===== src/rtl/alu_seq_ctrl_if.sv =====
// rtl/alu_seq_ctrl_if.sv - request, ALU-side and response bundle for alu_seq_ctrl
//
// Purpose: groups the two request ports, the ALU drive/return signals and the
// response channel into one bundle.
//   slave  : seen by the sequencer (alu_seq_ctrl)
//   master : seen by the environment (requesters, ALU, response consumer)
// Signals:
//   req0_*/req1_*  : valid/ready request with a, b, op, pc
//   flush          : abort in-flight or pending operation
//   alu_a/b/pc/op  : registered operands to the ALU, alu_tick = ALU load pulse
//   alu_*_in       : result, zero, overflow, branch_taken returned by the ALU
//   rsp_*          : captured response, valid/ready handshake, rsp_id = port
//   busy           : sequencer not idle
interface alu_seq_ctrl_if;
  logic        req0_valid;
  logic        req0_ready;
  logic [31:0] req0_a;
  logic [31:0] req0_b;
  logic [4:0]  req0_op;
  logic [31:0] req0_pc;

  logic        req1_valid;
  logic        req1_ready;
  logic [31:0] req1_a;
  logic [31:0] req1_b;
  logic [4:0]  req1_op;
  logic [31:0] req1_pc;

  logic        flush;

  logic [31:0] alu_a;
  logic [31:0] alu_b;
  logic [31:0] alu_pc;
  logic [4:0]  alu_op;
  logic        alu_tick;

  logic [31:0] alu_result_in;
  logic        alu_zero_in;
  logic        alu_overflow_in;
  logic [2:0]  alu_branch_in;

  logic        rsp_valid;
  logic        rsp_ready;
  logic        rsp_id;
  logic [31:0] rsp_result;
  logic        rsp_zero;
  logic        rsp_overflow;
  logic [2:0]  rsp_branch;

  logic        busy;

  modport slave (
    input  req0_valid, req0_a, req0_b, req0_op, req0_pc,
    input  req1_valid, req1_a, req1_b, req1_op, req1_pc,
    input  flush,
    input  alu_result_in, alu_zero_in, alu_overflow_in, alu_branch_in,
    input  rsp_ready,
    output req0_ready, req1_ready,
    output alu_a, alu_b, alu_pc, alu_op, alu_tick,
    output rsp_valid, rsp_id, rsp_result, rsp_zero, rsp_overflow, rsp_branch,
    output busy
  );

  modport master (
    output req0_valid, req0_a, req0_b, req0_op, req0_pc,
    output req1_valid, req1_a, req1_b, req1_op, req1_pc,
    output flush,
    output alu_result_in, alu_zero_in, alu_overflow_in, alu_branch_in,
    output rsp_ready,
    input  req0_ready, req1_ready,
    input  alu_a, alu_b, alu_pc, alu_op, alu_tick,
    input  rsp_valid, rsp_id, rsp_result, rsp_zero, rsp_overflow, rsp_branch,
    input  busy
  );
endinterface


===== src/rtl/alu_seq_ctrl.sv =====
// rtl/alu_seq_ctrl.sv - round-robin two-port sequencer for the multi-cycle ALU
//
// Purpose: arbitrates two requesters (port 0 = ID/EX, port 1 = aux/debug),
// issues the winner to the registered ALU with a one-cycle alu_tick, waits
// SETTLE_CYCLES edges, then holds the captured result in a response register
// until rsp_ready.
// Ports:
//   clk  : rising-edge clock
//   rst  : asynchronous active-high reset
//   bus  : alu_seq_ctrl_if.slave (requests, ALU drive/return, response, busy)
// Parameter:
//   SETTLE_CYCLES : edges after the tick edge until ALU outputs are valid (1..15)
// Build option:
//   ALU_SEQ_FASTPATH_EN : non-branch ops capture one cycle early and report
//                         rsp_branch = 0
module alu_seq_ctrl #(
  parameter int SETTLE_CYCLES = 3
) (
  input  logic          clk,
  input  logic          rst,
  alu_seq_ctrl_if.slave bus
);

  localparam logic [1:0] S_IDLE  = 2'd0;
  localparam logic [1:0] S_ISSUE = 2'd1;
  localparam logic [1:0] S_WAIT  = 2'd2;
  localparam logic [1:0] S_RESP  = 2'd3;

  localparam logic [3:0] SETTLE = 4'(SETTLE_CYCLES);

  logic [1:0]  state;
  logic [3:0]  cnt;
  logic        last_grant;

  logic [31:0] alu_a_q;
  logic [31:0] alu_b_q;
  logic [31:0] alu_pc_q;
  logic [4:0]  alu_op_q;

  logic        rsp_id_q;
  logic [31:0] rsp_result_q;
  logic        rsp_zero_q;
  logic        rsp_overflow_q;
  logic [2:0]  rsp_branch_q;

  logic        grant0;
  logic        grant1;
  logic        ready0;
  logic        ready1;
  logic        fire0;
  logic        fire1;
  logic        capture;
  logic        fast_op;

  // Round-robin: a lone requester always wins; on contention the port that
  // was not granted last wins.
  assign grant0 = bus.req0_valid && (!bus.req1_valid || last_grant);
  assign grant1 = bus.req1_valid && (!bus.req0_valid || !last_grant);

  // Ready is held low while rst is asserted so every output reads 0 in reset.
  assign ready0 = !rst && (state == S_IDLE) && grant0 && !bus.flush;
  assign ready1 = !rst && (state == S_IDLE) && grant1 && !bus.flush;
  assign fire0  = bus.req0_valid && ready0;
  assign fire1  = bus.req1_valid && ready1;

`ifdef ALU_SEQ_FASTPATH_EN
  function automatic logic is_branch(input logic [4:0] op);
    case (op)
      5'b00110, 5'b00111, 5'b01001, 5'b01110,
      5'b01111, 5'b10000, 5'b10001, 5'b10010: is_branch = 1'b1;
      default:                                is_branch = 1'b0;
    endcase
  endfunction

  // alu_op_q is stable from issue to capture, so it selects the settle length.
  assign fast_op = !is_branch(alu_op_q);
  assign capture = (state == S_WAIT) && (fast_op ? (cnt == 4'd1) : (cnt == 4'd0));
`else
  assign fast_op = 1'b0;
  assign capture = (state == S_WAIT) && (cnt == 4'd0);
`endif

  always_ff @(posedge clk or posedge rst) begin
    if (rst) begin
      state          <= S_IDLE;
      cnt            <= 4'd0;
      last_grant     <= 1'b1;
      alu_a_q        <= 32'd0;
      alu_b_q        <= 32'd0;
      alu_pc_q       <= 32'd0;
      alu_op_q       <= 5'd0;
      rsp_id_q       <= 1'b0;
      rsp_result_q   <= 32'd0;
      rsp_zero_q     <= 1'b0;
      rsp_overflow_q <= 1'b0;
      rsp_branch_q   <= 3'd0;
    end else begin
      case (state)
        S_IDLE: begin
          if (fire0 || fire1) begin
            alu_a_q    <= fire1 ? bus.req1_a  : bus.req0_a;
            alu_b_q    <= fire1 ? bus.req1_b  : bus.req0_b;
            alu_pc_q   <= fire1 ? bus.req1_pc : bus.req0_pc;
            alu_op_q   <= fire1 ? bus.req1_op : bus.req0_op;
            rsp_id_q   <= fire1;
            last_grant <= fire1;
            state      <= S_ISSUE;
          end
        end
        S_ISSUE: begin
          if (bus.flush) begin
            state <= S_IDLE;
          end else begin
            cnt   <= SETTLE;
            state <= S_WAIT;
          end
        end
        S_WAIT: begin
          if (bus.flush) begin
            cnt   <= 4'd0;
            state <= S_IDLE;
          end else if (capture) begin
            rsp_result_q   <= bus.alu_result_in;
            rsp_zero_q     <= bus.alu_zero_in;
            rsp_overflow_q <= bus.alu_overflow_in;
            rsp_branch_q   <= fast_op ? 3'd0 : bus.alu_branch_in;
            cnt            <= 4'd0;
            state          <= S_RESP;
          end else if (cnt != 4'd0) begin
            cnt <= cnt - 4'd1;
          end
        end
        S_RESP: begin
          // A flush alongside rsp_ready still counts as a dropped response.
          if (bus.flush || bus.rsp_ready) begin
            state <= S_IDLE;
          end
        end
        default: state <= S_IDLE;
      endcase
    end
  end

  assign bus.req0_ready   = ready0;
  assign bus.req1_ready   = ready1;
  assign bus.alu_a        = alu_a_q;
  assign bus.alu_b        = alu_b_q;
  assign bus.alu_pc       = alu_pc_q;
  assign bus.alu_op       = alu_op_q;
  assign bus.alu_tick     = (state == S_ISSUE);
  assign bus.rsp_valid    = (state == S_RESP);
  assign bus.rsp_id       = rsp_id_q;
  assign bus.rsp_result   = rsp_result_q;
  assign bus.rsp_zero     = rsp_zero_q;
  assign bus.rsp_overflow = rsp_overflow_q;
  assign bus.rsp_branch   = rsp_branch_q;
  assign bus.busy         = (state != S_IDLE);

endmodule


===== src/flat_wrapper.sv =====
// flat-port wrapper written by rule: the top's interface ports become plain ports
module alu_seq_ctrl_flat 
#(
  parameter int SETTLE_CYCLES = 3
)
  (clk, rst, bus_req0_valid, bus_req0_a, bus_req0_b, bus_req0_op, bus_req0_pc, bus_req1_valid, bus_req1_a, bus_req1_b, bus_req1_op, bus_req1_pc, bus_flush, bus_alu_result_in, bus_alu_zero_in, bus_alu_overflow_in, bus_alu_branch_in, bus_rsp_ready, bus_req0_ready, bus_req1_ready, bus_alu_a, bus_alu_b, bus_alu_pc, bus_alu_op, bus_alu_tick, bus_rsp_valid, bus_rsp_id, bus_rsp_result, bus_rsp_zero, bus_rsp_overflow, bus_rsp_branch, bus_busy);
  alu_seq_ctrl_if bus_i ();
  input  logic clk;
  input  logic rst;
  input wire logic [$bits(bus_i.req0_valid)-1:0] bus_req0_valid;
  input wire logic [$bits(bus_i.req0_a)-1:0] bus_req0_a;
  input wire logic [$bits(bus_i.req0_b)-1:0] bus_req0_b;
  input wire logic [$bits(bus_i.req0_op)-1:0] bus_req0_op;
  input wire logic [$bits(bus_i.req0_pc)-1:0] bus_req0_pc;
  input wire logic [$bits(bus_i.req1_valid)-1:0] bus_req1_valid;
  input wire logic [$bits(bus_i.req1_a)-1:0] bus_req1_a;
  input wire logic [$bits(bus_i.req1_b)-1:0] bus_req1_b;
  input wire logic [$bits(bus_i.req1_op)-1:0] bus_req1_op;
  input wire logic [$bits(bus_i.req1_pc)-1:0] bus_req1_pc;
  input wire logic [$bits(bus_i.flush)-1:0] bus_flush;
  input wire logic [$bits(bus_i.alu_result_in)-1:0] bus_alu_result_in;
  input wire logic [$bits(bus_i.alu_zero_in)-1:0] bus_alu_zero_in;
  input wire logic [$bits(bus_i.alu_overflow_in)-1:0] bus_alu_overflow_in;
  input wire logic [$bits(bus_i.alu_branch_in)-1:0] bus_alu_branch_in;
  input wire logic [$bits(bus_i.rsp_ready)-1:0] bus_rsp_ready;
  output wire logic [$bits(bus_i.req0_ready)-1:0] bus_req0_ready;
  output wire logic [$bits(bus_i.req1_ready)-1:0] bus_req1_ready;
  output wire logic [$bits(bus_i.alu_a)-1:0] bus_alu_a;
  output wire logic [$bits(bus_i.alu_b)-1:0] bus_alu_b;
  output wire logic [$bits(bus_i.alu_pc)-1:0] bus_alu_pc;
  output wire logic [$bits(bus_i.alu_op)-1:0] bus_alu_op;
  output wire logic [$bits(bus_i.alu_tick)-1:0] bus_alu_tick;
  output wire logic [$bits(bus_i.rsp_valid)-1:0] bus_rsp_valid;
  output wire logic [$bits(bus_i.rsp_id)-1:0] bus_rsp_id;
  output wire logic [$bits(bus_i.rsp_result)-1:0] bus_rsp_result;
  output wire logic [$bits(bus_i.rsp_zero)-1:0] bus_rsp_zero;
  output wire logic [$bits(bus_i.rsp_overflow)-1:0] bus_rsp_overflow;
  output wire logic [$bits(bus_i.rsp_branch)-1:0] bus_rsp_branch;
  output wire logic [$bits(bus_i.busy)-1:0] bus_busy;
  assign bus_i.req0_valid = bus_req0_valid;
  assign bus_i.req0_a = bus_req0_a;
  assign bus_i.req0_b = bus_req0_b;
  assign bus_i.req0_op = bus_req0_op;
  assign bus_i.req0_pc = bus_req0_pc;
  assign bus_i.req1_valid = bus_req1_valid;
  assign bus_i.req1_a = bus_req1_a;
  assign bus_i.req1_b = bus_req1_b;
  assign bus_i.req1_op = bus_req1_op;
  assign bus_i.req1_pc = bus_req1_pc;
  assign bus_i.flush = bus_flush;
  assign bus_i.alu_result_in = bus_alu_result_in;
  assign bus_i.alu_zero_in = bus_alu_zero_in;
  assign bus_i.alu_overflow_in = bus_alu_overflow_in;
  assign bus_i.alu_branch_in = bus_alu_branch_in;
  assign bus_i.rsp_ready = bus_rsp_ready;
  assign bus_req0_ready = bus_i.req0_ready;
  assign bus_req1_ready = bus_i.req1_ready;
  assign bus_alu_a = bus_i.alu_a;
  assign bus_alu_b = bus_i.alu_b;
  assign bus_alu_pc = bus_i.alu_pc;
  assign bus_alu_op = bus_i.alu_op;
  assign bus_alu_tick = bus_i.alu_tick;
  assign bus_rsp_valid = bus_i.rsp_valid;
  assign bus_rsp_id = bus_i.rsp_id;
  assign bus_rsp_result = bus_i.rsp_result;
  assign bus_rsp_zero = bus_i.rsp_zero;
  assign bus_rsp_overflow = bus_i.rsp_overflow;
  assign bus_rsp_branch = bus_i.rsp_branch;
  assign bus_busy = bus_i.busy;
  alu_seq_ctrl #(.SETTLE_CYCLES(SETTLE_CYCLES)) u_core (.clk(clk), .rst(rst), .bus(bus_i));
endmodule

===== config.mk =====
export PLATFORM = sky130hd
export DESIGN_NAME = alu_seq_ctrl_flat
export DESIGN_NICKNAME = d
export VERILOG_FILES = /design/src/rtl/alu_seq_ctrl_if.sv /design/src/rtl/alu_seq_ctrl.sv /design/src/flat_wrapper.sv
export SDC_FILE = /design/constraint.sdc
export NUM_CORES = 1
export LEC_CHECK = 0
export ABC_AREA = 1
export ABC_CLOCK_PERIOD_IN_PS = 6700
export CORE_MARGIN = 2
export CORE_UTILIZATION = 35
export CTS_CLUSTER_SIZE = 14
export DETAILED_ROUTE_END_ITERATION = 16
export PLACE_DENSITY_LB_ADDON = 0.08
export RECOVER_POWER = 100
export SLEW_MARGIN = 20
export SYNTH_ARGS = -nofsm -noshare
export SYNTH_HDL_FRONTEND = slang
export SYNTH_SLANG_ARGS = --single-unit

===== constraint.sdc =====
create_clock -name clk -period 6.7 [get_ports clk]
set_clock_uncertainty 0.05 [all_clocks]
set_input_delay 1.005 -clock clk [delete_from_list [all_inputs] [get_ports clk]]
set_output_delay 1.005 -clock clk [all_outputs]
set_load 0.005 [all_outputs]

==> results.toml <==
[critical_path]
r2r_slack_ps = 2580
worstSetupStartpointType = "input port"
path_class = "input port to primary output"
critPathCaptureType = "primary output"
critPathMaxFanout = 40
cp.arrival_ps = 4130
crit_required_ps = 5640

[timing]
finalCritPeriodShare_pct = 77.35
slew_headroom_pct = -171.5
tightest_slew_ps = 4051
tns_ps = 0
finalMaxSlewViolations = 149
max_freq_ghz = 0.1930
rsz0062_at_grt = "false"
hold_slack_ps = 415.1
setup_viol = 0
hold_violations = 0
fin_crit_ps = 5182

[layout]
fillers = 2014
post-route-util_pct = 57.57
drive_above_1_share_pct = 3.395
antenna_cells = 0
stdcell_area_sq_mm = 0.01218
fin_nets = 1588
area_delta_synth_final_pct = 60.72

[floorplan]
dieArea_sq_mm = 0.02284
dieHeight_um = 151.1
ioPinCount = 389
row_count = 53
start_util_pct = 35.82
core_sq_mm = 0.02115
die_w_um = 151.1

[clocking]
cts_resized = 0
cts_buffers = 17
numClockSinks = 146
root_buffer = "clkbuf_16"
cts_tree = "done"
cts_buffer_depth = 2
clkSlewWorstSetupHoldPaths_ps = 70
cts_hold_buffers = 0
cts_max_level = 4
clk-insertion-delay-late_ps = 420
post_cts_buffers = 0

[min_path]
worstHoldPathType = "register to register"

[place]
io_buffers = 388
place_hpwl_um = 17520
post_dp_cell_area_sq_mm = 0.01152
gp_congestion = 0.8130

[power]
p_leak_nw = 5.931
ir_worst_vdd_v = 0.0001703
report.power.total_mw = 4.133
power_density_mw_per_mm2 = 339.4

[logic_synthesis]
syn-cell-area_sq_mm = 0.007577
ys_seq_area_share_pct = 48.23
synth-edff-count = 0
avgSynthCellArea_sq_um = 7.623
ys_seq_elements = 146
async_flop_share_pct = 100.0
ys_warn_count = 0
syn_inst = 994
synth.net_count = 1240
ys.flop_type = "dfrtp_1"
yosysMostFrequentCell = "nand2_1"
ys_types = 26
yosysTopAreaCellShare_pct = 47.89
ys_top_cells_by_area = "dfrtp_1, nand2_1, nand3b_1"
yosys.area.top_type = "dfrtp_1"
synth.top_cells.by_count = "nand2_1, dfrtp_1, inv_1, nor2_1, a21oi_1"

[run]
cap_violations = 4

[global_routing]
grt_max_degree = 203
overflow = 0
first_global_vias = 7135
antenna_found_initial = 0
grt_pass1_wl_um = 38090
gr-usage-all-layers_pct = 21.52

[drt]
antenna_left = 0
vias = 7455
vias_per_cell = 4.574
drc = 0
first_pass_iters = 4
drt_wl_total_um = 25050
routedWlPerCell_um = 15.37
drtIter0Drc = 335

[run_status]
violations = "max-capacitance violations, max-slew violations"
status = "finished, violations left"
-- metrics by stage --
stage / setup WS [ps] / cells
2_1_floorplan: 1724 / 994
3_3_place_gp: 2456 / 1597
3_5_place_dp: 2455 / 1597
4_1_cts: 2462 / 1629
5_1_grt: 1274 / 1630
6_report: 1518 / 1630
-- registers in the layout, indices dropped and copies added, names as in the netlist, 2 cells and up --
signal / count
u_core.state: 2
u_core.bus.rsp_result: 32
u_core.bus.alu_a: 32
u_core.bus.alu_pc: 32
u_core.bus.rsp_branch: 3
u_core.bus.alu_b: 32
u_core.bus.alu_op: 5
u_core.cnt: 4
-- worst max-delay path: stages --
cell and delay [ps]:
dlygate4sd3_1 560, nor2_1 1200, nand2_4 610, inv_1 140
dlygate4sd3_1 580
-- path summary, 6_finish.rpt --
path                                                         endpoint  cells past startpoint                                   from
worst max-delay path                                   bus_req1_ready                      5                                    rst
min in group asynchronous           u_core.bus.alu_pc[10]$_DFFE_PP0P_                      2                                    rst
worst min register to register  u_core.bus.rsp_result[16]$_DFFE_PP0P_                      2  u_core.bus.rsp_result[16]$_DFFE_PP0P_
worst max register to register            u_core.state[0]$_DFFE_PP0P_                      8            u_core.state[1]$_DFFE_PP0P_
max in group asynchronous            u_core.bus.alu_b[11]$_DFFE_PP0P_                      3                                    rst
worst min-delay path            u_core.bus.rsp_result[16]$_DFFE_PP0P_                      2  u_core.bus.rsp_result[16]$_DFFE_PP0P_
-- cell families after synthesis --
family          count (synthesis)  share of synthesized area, %
compound gates                107                         7.133
xor+xnor                        1                        0.1156
fa+ha+maj                       1                        0.1651
buf+inv                       184                         10.63
flops                         146                         48.23
simple gates                  555                         33.72
-- cell type report --
| cell class | instances | area, sq um | share of cell area, % |
|---|---|---|---|
| clock buffer | 17 | 425.4 | 3.493 |
| clock inverter | 15 | 229.0 | 1.880 |
| inverter | 118 | 444.2 | 3.647 |
| multi-input combinational | 664 | 3127 | 25.68 |
| sequential | 146 | 3655 | 30.01 |
| tap | 275 | 344.1 | 2.825 |
| timing repair buffer | 395 | 3954 | 32.47 |
-- per-layer routing --
metal  global-route usage (%)  share of wire (%)  up-vias
met5                        0                  0        -
met4                    7.056                2.4        0
met3                    7.590                8.9       32
met2                    36.57                 49      266
met1                    25.44                 40     3377
li1                         -                  -     3780
-- where the power goes --
part           switching, mW  leakage [nW]  internal (mW)
sequential             0.184          1.71           1.26
clock                  0.422         0.323          0.644
combinational          0.774          3.90          0.852
total                   1.38          5.93           2.75
-- cell usage in the layout, fill, tap and decap left out, drive strengths merged, types with 4 or more instances in the layout --
master and instances:
dlygate4sd3 144, nand2 297, nand3b 101, dfrtp 145
bufinv 4, a21oi 102, inv 127, clkbuf 19
clkdlybuf4s50 244, nand3 43, nor2 110, buf 5
Power figures use the tool's default switching activity.
